File: src/rtl/jk_seq_pkg.sv
// Shared definitions for the JK-cell sequencing controller: FSM states and
// count-direction encodings.
package jk_seq_pkg;

    typedef enum logic [1:0] {
        IDLE   = 2'd0,
        LOAD   = 2'd1,
        RUN    = 2'd2,
        FINISH = 2'd3
    } state_t;

    localparam logic DIR_UP   = 1'b0;
    localparam logic DIR_DOWN = 1'b1;

endpackage

File: src/rtl/jk_seq_ctrl_jk_cell.sv
// Single JK flip-flop: 00 hold, 01 reset, 10 set, 11 toggle, with a
// synchronous clear to Q=0 / Q_NOT=1.
module jk_cell (
    input  logic CLK,
    input  logic RST,
    input  logic J,
    input  logic K,
    output logic Q,
    output logic Q_NOT
);

    always_ff @(posedge CLK) begin
        if (RST) begin
            Q <= 1'b0;
        end else begin
            case ({J, K})
                2'b00:   Q <= Q;
                2'b01:   Q <= 1'b0;
                2'b10:   Q <= 1'b1;
                default: Q <= ~Q;
            endcase
        end
    end

    assign Q_NOT = ~Q;

endmodule

File: src/rtl/jk_seq_ctrl.sv
// Run controller that loads and steps a bank of JK cells up to LIMIT or down
// from LIMIT to zero, purely by steering the cells' J/K inputs.
module jk_seq_ctrl
    import jk_seq_pkg::*;
#(
    parameter int WIDTH = 4
) (
    input  logic             CLK,
    input  logic             RST,
    input  logic             START,
    input  logic             DIR,
    input  logic [WIDTH-1:0] LIMIT,
    input  logic             HOLD,
    output logic [WIDTH-1:0] COUNT,
    output logic             BUSY,
    output logic             DONE,
    output logic [WIDTH-1:0] JK_J,
    output logic [WIDTH-1:0] JK_K
);

    state_t           state;
    logic             dir_q;
    logic [WIDTH-1:0] limit_q;
    logic [WIDTH-1:0] count_n;
    logic [WIDTH-1:0] load_v;
    logic [WIDTH-1:0] up_t;
    logic [WIDTH-1:0] dn_t;
    logic             all_ones;
    logic             all_zeros;
    logic             at_term;

    always_ff @(posedge CLK) begin
        if (RST) begin
            state   <= IDLE;
            dir_q   <= DIR_UP;
            limit_q <= '0;
            BUSY    <= 1'b0;
            DONE    <= 1'b0;
        end else begin
            case (state)
                IDLE: begin
                    if (START) begin
                        dir_q   <= DIR;
                        limit_q <= LIMIT;
                        BUSY    <= 1'b1;
                        state   <= LOAD;
                    end
                end
                LOAD: state <= RUN;
                RUN: begin
                    if (!HOLD && at_term) begin
                        DONE  <= 1'b1;
                        state <= FINISH;
                    end
                end
                FINISH: begin
                    DONE  <= 1'b0;
                    BUSY  <= 1'b0;
                    state <= IDLE;
                end
                default: state <= IDLE;
            endcase
        end
    end

    // Toggle masks: bit i flips when every lower bit is 1 (up) or 0 (down).
    always_comb begin
        up_t      = '0;
        dn_t      = '0;
        all_ones  = 1'b1;
        all_zeros = 1'b1;
        for (int i = 0; i < WIDTH; i++) begin
            up_t[i]   = all_ones;
            dn_t[i]   = all_zeros;
            all_ones  = all_ones & COUNT[i];
            all_zeros = all_zeros & count_n[i];
        end
    end

    assign at_term = (dir_q == DIR_UP) ? (COUNT == limit_q) : (&count_n);
    assign load_v  = (dir_q == DIR_UP) ? '0 : limit_q;

    always_comb begin
        JK_J = '0;
        JK_K = '0;
        case (state)
            LOAD: begin
                JK_J = load_v;
                JK_K = ~load_v;
            end
            RUN: begin
                if (!HOLD && !at_term) begin
                    JK_J = (dir_q == DIR_UP) ? up_t : dn_t;
                    JK_K = (dir_q == DIR_UP) ? up_t : dn_t;
                end
            end
            default: begin
                JK_J = '0;
                JK_K = '0;
            end
        endcase
    end

    for (genvar g = 0; g < WIDTH; g++) begin : g_cell
        jk_cell u_cell (
            .CLK   (CLK),
            .RST   (RST),
            .J     (JK_J[g]),
            .K     (JK_K[g]),
            .Q     (COUNT[g]),
            .Q_NOT (count_n[g])
        );
    end

endmodule

File: config.mk
export PLATFORM = sky130hd
export DESIGN_NAME = jk_seq_ctrl
export DESIGN_NICKNAME = d
export VERILOG_FILES = /design/src/rtl/jk_seq_pkg.sv /design/src/rtl/jk_seq_ctrl_jk_cell.sv /design/src/rtl/jk_seq_ctrl.sv
export SDC_FILE = /design/constraint.sdc
export NUM_CORES = 1
export LEC_CHECK = 0
export BUFFER_PORTS_ARGS = -buffer_cell sky130_fd_sc_hd__buf_2
export CAP_MARGIN = 20
export CELL_PAD_IN_SITES_DETAIL_PLACEMENT = 1
export CELL_PAD_IN_SITES_GLOBAL_PLACEMENT = 1
export CORE_MARGIN = 1.5
export CORE_UTILIZATION = 42
export DETAILED_ROUTE_END_ITERATION = 10
export PLACE_DENSITY = 0.84
export SETUP_SLACK_MARGIN = 0.02
export SLEW_MARGIN = 20
export SYNTH_ARGS = -nofsm -noshare
export SYNTH_HDL_FRONTEND = slang
export SYNTH_SLANG_ARGS = --single-unit
File: constraint.sdc
create_clock -name CLK -period 3.8 [get_ports CLK]
set_input_delay 0.38 -clock CLK [delete_from_list [all_inputs] [get_ports CLK]]
set_output_delay 0.38 -clock CLK [all_outputs]
set_load 0.05 [all_outputs]
Word-level counts from Yosys, hierarchy flattened --
Index checks and enable logic that the tools add are counted.
Word-level totals: register bits 13, latch bits 0, memory bits (writable) 0, memory bits (read-only) 0, input port bits 9, output and inout port bits 14, logic and storage cells 65, memories kept 0
Cells by class: add/subtract/negate cells 0, $mul 0, divide/modulo/power cells 0, $lt $le $gt $ge 0, equal/unequal tests 14, shift operators 0, multiplexer cells 17, bitwise logic cells 9, reductions and logical operators 16
Operators with widths (number):
- $pmux W4 S2 | 2
- $eq A2 B2 Y1 const B | 6
- $mux W4 | 3
- $pmux W1 S3 | 4
- $eq A2 B1 Y1 const B | 5
- $logic_not A2 Y1 | 5
- $pmux W2 S4 | 1
- $reduce_and A2 Y1 | 4
- $and A1 B1 Y1 | 4
- $eq A4 B4 Y1 | 1
- $mux W2 | 2
- $ne A2 B2 Y1 const B | 2
- $not A1 Y1 | 4
- $not A4 Y4 | 1
- $pmux W1 S2 | 2
- $reduce_and A4 Y1 | 1
- $reduce_bool A2 Y1 | 2
- $mux W1 | 3
- $logic_and A1 B1 Y1 | 2
- $logic_not A1 Y1 | 2

Longest topological paths before layout --
depth in word-level cells 9, depth in mapped cells 8, gate-level depth less buffers 7

Hierarchy --
A second synthesis with hierarchy kept.
Second synthesis, totals: cells, all modules 145, area, all modules 1092.3 um^2
Modules (own cells, without submodules):
- jk_seq_ctrl | instances 1, cells each 105, area an instance 772.0 um^2, seq. area each 180.2 um^2
- jk_cell | instances 4, cells each 10, area an instance 80.1 um^2, seq. area each 20.0 um^2

Least setup slack after synthesis --
No wires, ideal clock.
path type register -> output, start point reg state[0], end point out JK_J[2], data arrival time 1.727 ns, data required time 3.420 ns, setup slack 1.693 ns, stages on the path, launching flop included 8, buffers on the path 1, cell sequence dfxtp_1 > inv_1 > ha_1 > nor2b_1 > o21ai_0 > a211o_2 > a21boi_0 > buf_4
Between the ends: cells in the longest elaborated chain, start to end 2, elaborated cells on any way between the ends 3, those cells by class 2 x eq/ne; 1 x mux
Ends and longest elaborated chain:
- start, declared | RTL line jk_seq_ctrl.sv:21 | state_t state;
- start signal, assigned | RTL line jk_seq_ctrl.sv:34 | state <= IDLE;
- start signal, assigned | RTL line jk_seq_ctrl.sv:46 | state <= LOAD;
- start signal, assigned | RTL line jk_seq_ctrl.sv:49 | LOAD: state <= RUN;
- $eq A2 B2 Y1 / $eq A2 B1 Y1 (equally long branches) | RTL line jk_seq_ctrl.sv:86 | case (state)
- $pmux W4 S2 (*) | RTL line jk_seq_ctrl.sv:86
- end, declared | RTL line jk_seq_ctrl.sv:17 | output logic [WIDTH-1:0] JK_J,
Mark *: on every way between the ends. The rest lies on a longest branch, timed or not.

Worst setup path in the final report --
start point reg dir_q, end point out JK_K[0]
Between the ends: cells in the longest elaborated chain, start to end 5, elaborated cells on any way between the ends 7, those cells by class 4 x mux; 1 x bitwise; 2 x reduce/logical
Ends and longest elaborated chain:
- start, declared | RTL line jk_seq_ctrl.sv:22 | logic dir_q;
- start signal, assigned | RTL line jk_seq_ctrl.sv:35 | dir_q <= DIR_UP;
- start signal, assigned | RTL line jk_seq_ctrl.sv:43 | dir_q <= DIR;
- $mux W1 | RTL line jk_seq_ctrl.sv:80 | assign at_term = (dir_q == DIR_UP) ? (COUNT == limit_q) : (&count_n);
- $logic_not A1 Y1 | RTL line jk_seq_ctrl.sv:92 | if (!HOLD && !at_term) begin
- $logic_and A1 B1 Y1 | RTL line jk_seq_ctrl.sv:92
- $mux W4 | RTL line jk_seq_ctrl.sv:92
- $pmux W4 S2 (*) | RTL line jk_seq_ctrl.sv:86
- end, declared | RTL line jk_seq_ctrl.sv:18 | output logic [WIDTH-1:0] JK_K
Marked as above.

==> impl_summary.md <==
Outcome
The run finished with clean final reports.

Place
Once placement finished, the instance area stood at 1160 sq um. The number of buffers added on ports is 22. The detailed placement HPWL is 2280 microns.

Routability-driven placement finished with a final weighted congestion of 0.831.

Final layout
Relative to the synthesized area, the layout overhead comes to 1.82%. The library cell used most frequently in the layout, excluding fill and tap cells, is buf_2. The fraction of layout cells with a size suffix above 1 is 19.6%. The layout has 338 filler cells. The post-layout net count is 173. In the layout the commonest cells are 22 x buf_2, 18 x nand2_1, 13 x dfxtp_1.

The count of antenna diodes in the layout is 0. The finished cells cover 1190 sq um. The core utilization of the finished layout is 46.8%.

Global route
The largest net degree at the start of global routing is 24. The total routing resource utilization after global routing is 20.8%. The first global-routing pass estimated 5150 microns of wire.

The number of global-route vias before repair came to 1078. The number of antenna violations at the first check in global routing was 0. Summed over all layers, the global routing overflow is 0.

Hold path
The start point of the worst hold path is LIMIT[3]. The tightest min-delay check is of the input port to register type.

Worst setup path
The data required time at the worst endpoint is 3.42 ns. The kind of cell with the highest combined delay along the critical path is flip-flops. STA classifies the critical path startpoint as a register.

The slowest stage of the critical path is the dfxtp_1 cell. In this design, the stage delay of the slowest critical-path cell is 0.75 ns. The worst setup path is of the register to output port kind. STA classifies the critical path endpoint as an output port. The source of the critical timing path is dir_q. In this run the worst path has a maximum fanout of 20. In this run the critical register-to-register path is launched from dir_q.

The cell that appears most often on the critical path is a21oi_1. The arrival time reported for the critical path endpoint is 2.52 ns. The buffer and inverter count on the worst path is 1.

The critical path goes through or4b_4, o21ai_0, a21oi_1, a21oi_1, nor2b_1, buf_2.

Die
For this design the top-level I/O count stands at 23. The total area inside the core boundary comes to 2540 sq um. Measured along the y axis, the die boundary spans 55.8 microns. The effective utilization at floorplan is 45.9%. Row generation in the floorplan step produced 18 rows. The chip width is 55.8 microns. The die covers 3110 sq um.

Power and ir drop
The static leakage is 0.514 nW. Of the total power, the clock network draws 9.9%. The switching share of power is 56.9%.

The total power consumption of the routed design is 0.000975 W. IR analysis of the VDD net gives a maximum drop of 0.000512 V. The sequential group share of total power is 24.8%.

The total power density per cell area is 820 nW/um^2. The internal power of the cells totals 0.000420 W. The switching power is 0.000555 W. Combinational logic burns 65.3% of the power.

CTS
The total of cells resized after clock tree synthesis is 0. The later pin in the worst-skew pair is clocked with a latency of 0.29 ns. TritonCTS built the clock tree.

After clock tree synthesis, the setup repair step added 0 buffers. No sink is reached through more buffers than the 2 on the longest clock path. The number of CTS-inserted buffers is 3. After clock tree synthesis, the clock-pin slew on the worst setup and hold paths is 0.10 ns. The number of levels in the clock H-tree is 1. The number of hold buffers added after cts is 0. The root cell of the clock tree is clkbuf_4. CTS saw 13 sinks.

Yosys
The cell taking the most area after synthesis is dfxtp_1. The xor/xnor share of the synthesized area is 3.00%. The number of storage elements in the synthesis netlist is 13.

After synthesis, the largest family of logic cells by area is simple AND/OR/NAND/NOR gates. The area share of the largest cell type after synthesis is 22.3%. Summing every instance area after synthesis gives 1170 sq um. During synthesis, Yosys emitted a total of 0 warnings. The mean post-synth cell area is 7.54 sq um. After synthesis, flip-flops and latches occupy 22.3% of the total area. The compound-gate portion of the synthesized area is 26.1%. The most common flop cell mapped by yosys is dfxtp_1. For this run, asynchronously set or reset flops after synthesis account for 0%.

The total nets after synthesis is 169. The number of enable flip-flop cells after synthesis is 0. The mux contribution to synthesized area is 2.57%. After Yosys synthesis, full adders, half adders and majority gates account for 5.35% of the synthesized area. The synthesized netlist cell count is 155.

The unique cell type count in the Yosys netlist is 40. In the post-synthesis netlist, the biggest area contributors are dfxtp_1 22%, buf_4 7.7%, nand2_1 5.8%. Summing the areas of all and, or, nand and nor instances in the mapped netlist gives 26.6% of the synthesized area.

Drt
Summing over every cut layer, the via total after detailed routing is 1110. The number of iterations in the first detailed-routing pass is 4. Using the TritonRoute via totals, the vias-per-cell ratio works out to 5.90. The detailed-route wire length per cell is 16.6 microns. For this block, the initial DRC count from the detailed router was 11. Summed over all layers, the routed wires come to 3110 microns. For this run, design rule violations remaining after detail routing come to 0. The number of routed nets with antenna violations is 0.

STA
The final hold violation count is 0. For the finished layout, the period the worst path requires is 2.90 ns. The maximum clock skew at final layout is 0.000819 ns. Setup violations remaining at the end of the flow were counted as 0.

The worst path uses 76.3% of the clock period. The transition time of the tightest slew-check pin is 0.657 ns. The total negative slack is 0 ns. Setup repair after global routing left no endpoint under its margin. The remaining max-slew budget at the tightest pin is 56.1%.

The number of slew-limit violations in the final report came to 0. Static timing analysis puts the maximum clock frequency at 345 MHz.

Flow run
The max-cap violation count is 0.
==> metrics by stage <==
step | hold WS, ns | cells | setup slack, ns
final | 0.330 | 188 | 0.900
after global routing | 0.339 | 188 | 0.714
after CTS | 0.334 | 188 | 0.928
after detailed placement | 0.490 | 184 | 1.26
after global placement | 0.470 | 184 | 1.33
after floorplan | 0.482 | 155 | 1.69
==> flip-flops by register name, indices dropped and copies added, names as in the netlist <==
name and flops:
dir_q 1, BUSY 1, state 2, DONE 1
limit_q 4, g_cell.u_cell.Q 4
==> final cells by class <==
type | count | area [sq um] | share of cell area (%)
sequential | 13 | 260 | 21.9
timing repair buffer | 22 | 110 | 9.25
multi-input combinational | 116 | 743 | 62.5
clock inverter | 1 | 5.00 | 0.421
inverter | 3 | 11.3 | 0.946
tap | 30 | 37.5 | 3.15
clock buffer | 3 | 22.5 | 1.89
==> worst reg2reg max path, stage by stage, from the launching register on <==
cell,delay [ns]
dfxtp_1,0.75
or4b_4,0.58
o21ai_0,0.32
a211o_2,0.19
mux2i_1,0.18
o211a_1,0.16
==> metal layers <==
layer / global-route usage, % / vias to the layer above / wire length (microns)
li1: - / 543 / -
met1: 25.6 / 532 / 1410
met2: 36.2 / 30 / 1540
met3: 3.72 / 5 / 125
met4: 6.97 / 0 / 31
met5: 0 / - / 0
==> power by group through the flow <==
stage | logic [W] | clock network (W) | registers (W)
3_3_place_gp | 0.000600 | 0 | 0.000237
2_1_floorplan | 0.000567 | 0 | 0.000221
3_5_place_dp | 0.000632 | 0 | 0.000243
4_1_cts | 0.000635 | 0.0000955 | 0.000240
5_1_grt | 0.000691 | 0.000104 | 0.000251
6_report | 0.000637 | 0.0000962 | 0.000242
==> synthesized netlist by cell type, types with 5 or more instances <==
| library cell | number |
|---|---|
| nand3_1 | 10 |
| o21ai_0 | 5 |
| nor2b_1 | 5 |
| buf_4 | 12 |
| nor2_1 | 12 |
| ha_1 | 5 |
| nand2_1 | 18 |
| a31oi_1 | 6 |
| dfxtp_1 | 13 |
| a21boi_0 | 5 |
| clkbuf_1 | 7 |
| a21oi_1 | 12 |
==> path summary, 6_finish.rpt <==
kind	end	slack, ns	cells past startpoint
worst min register to register	BUSY	0.50	2
worst min-delay path	limit_q[3]	0.33	3
worst max-delay path	JK_K[0]	0.90	6
worst max register to register	g_cell[2].u_cell.Q	1.57	5
==> kinds of logic (layout without fill, tap and decap cells) <==
logic type / count (synthesis) / in the layout
and+or+nand+nor: 58 / 58
AOI/OAI and AO/OA: 46 / 46
buffers and inverters: 26 / 29
DFF: 13 / 13
adders and majority gates: 5 / 5
xor gates and xnor gates: 4 / 4
muxes: 3 / 3
Note: power is estimated with default switching activity, not from simulation.
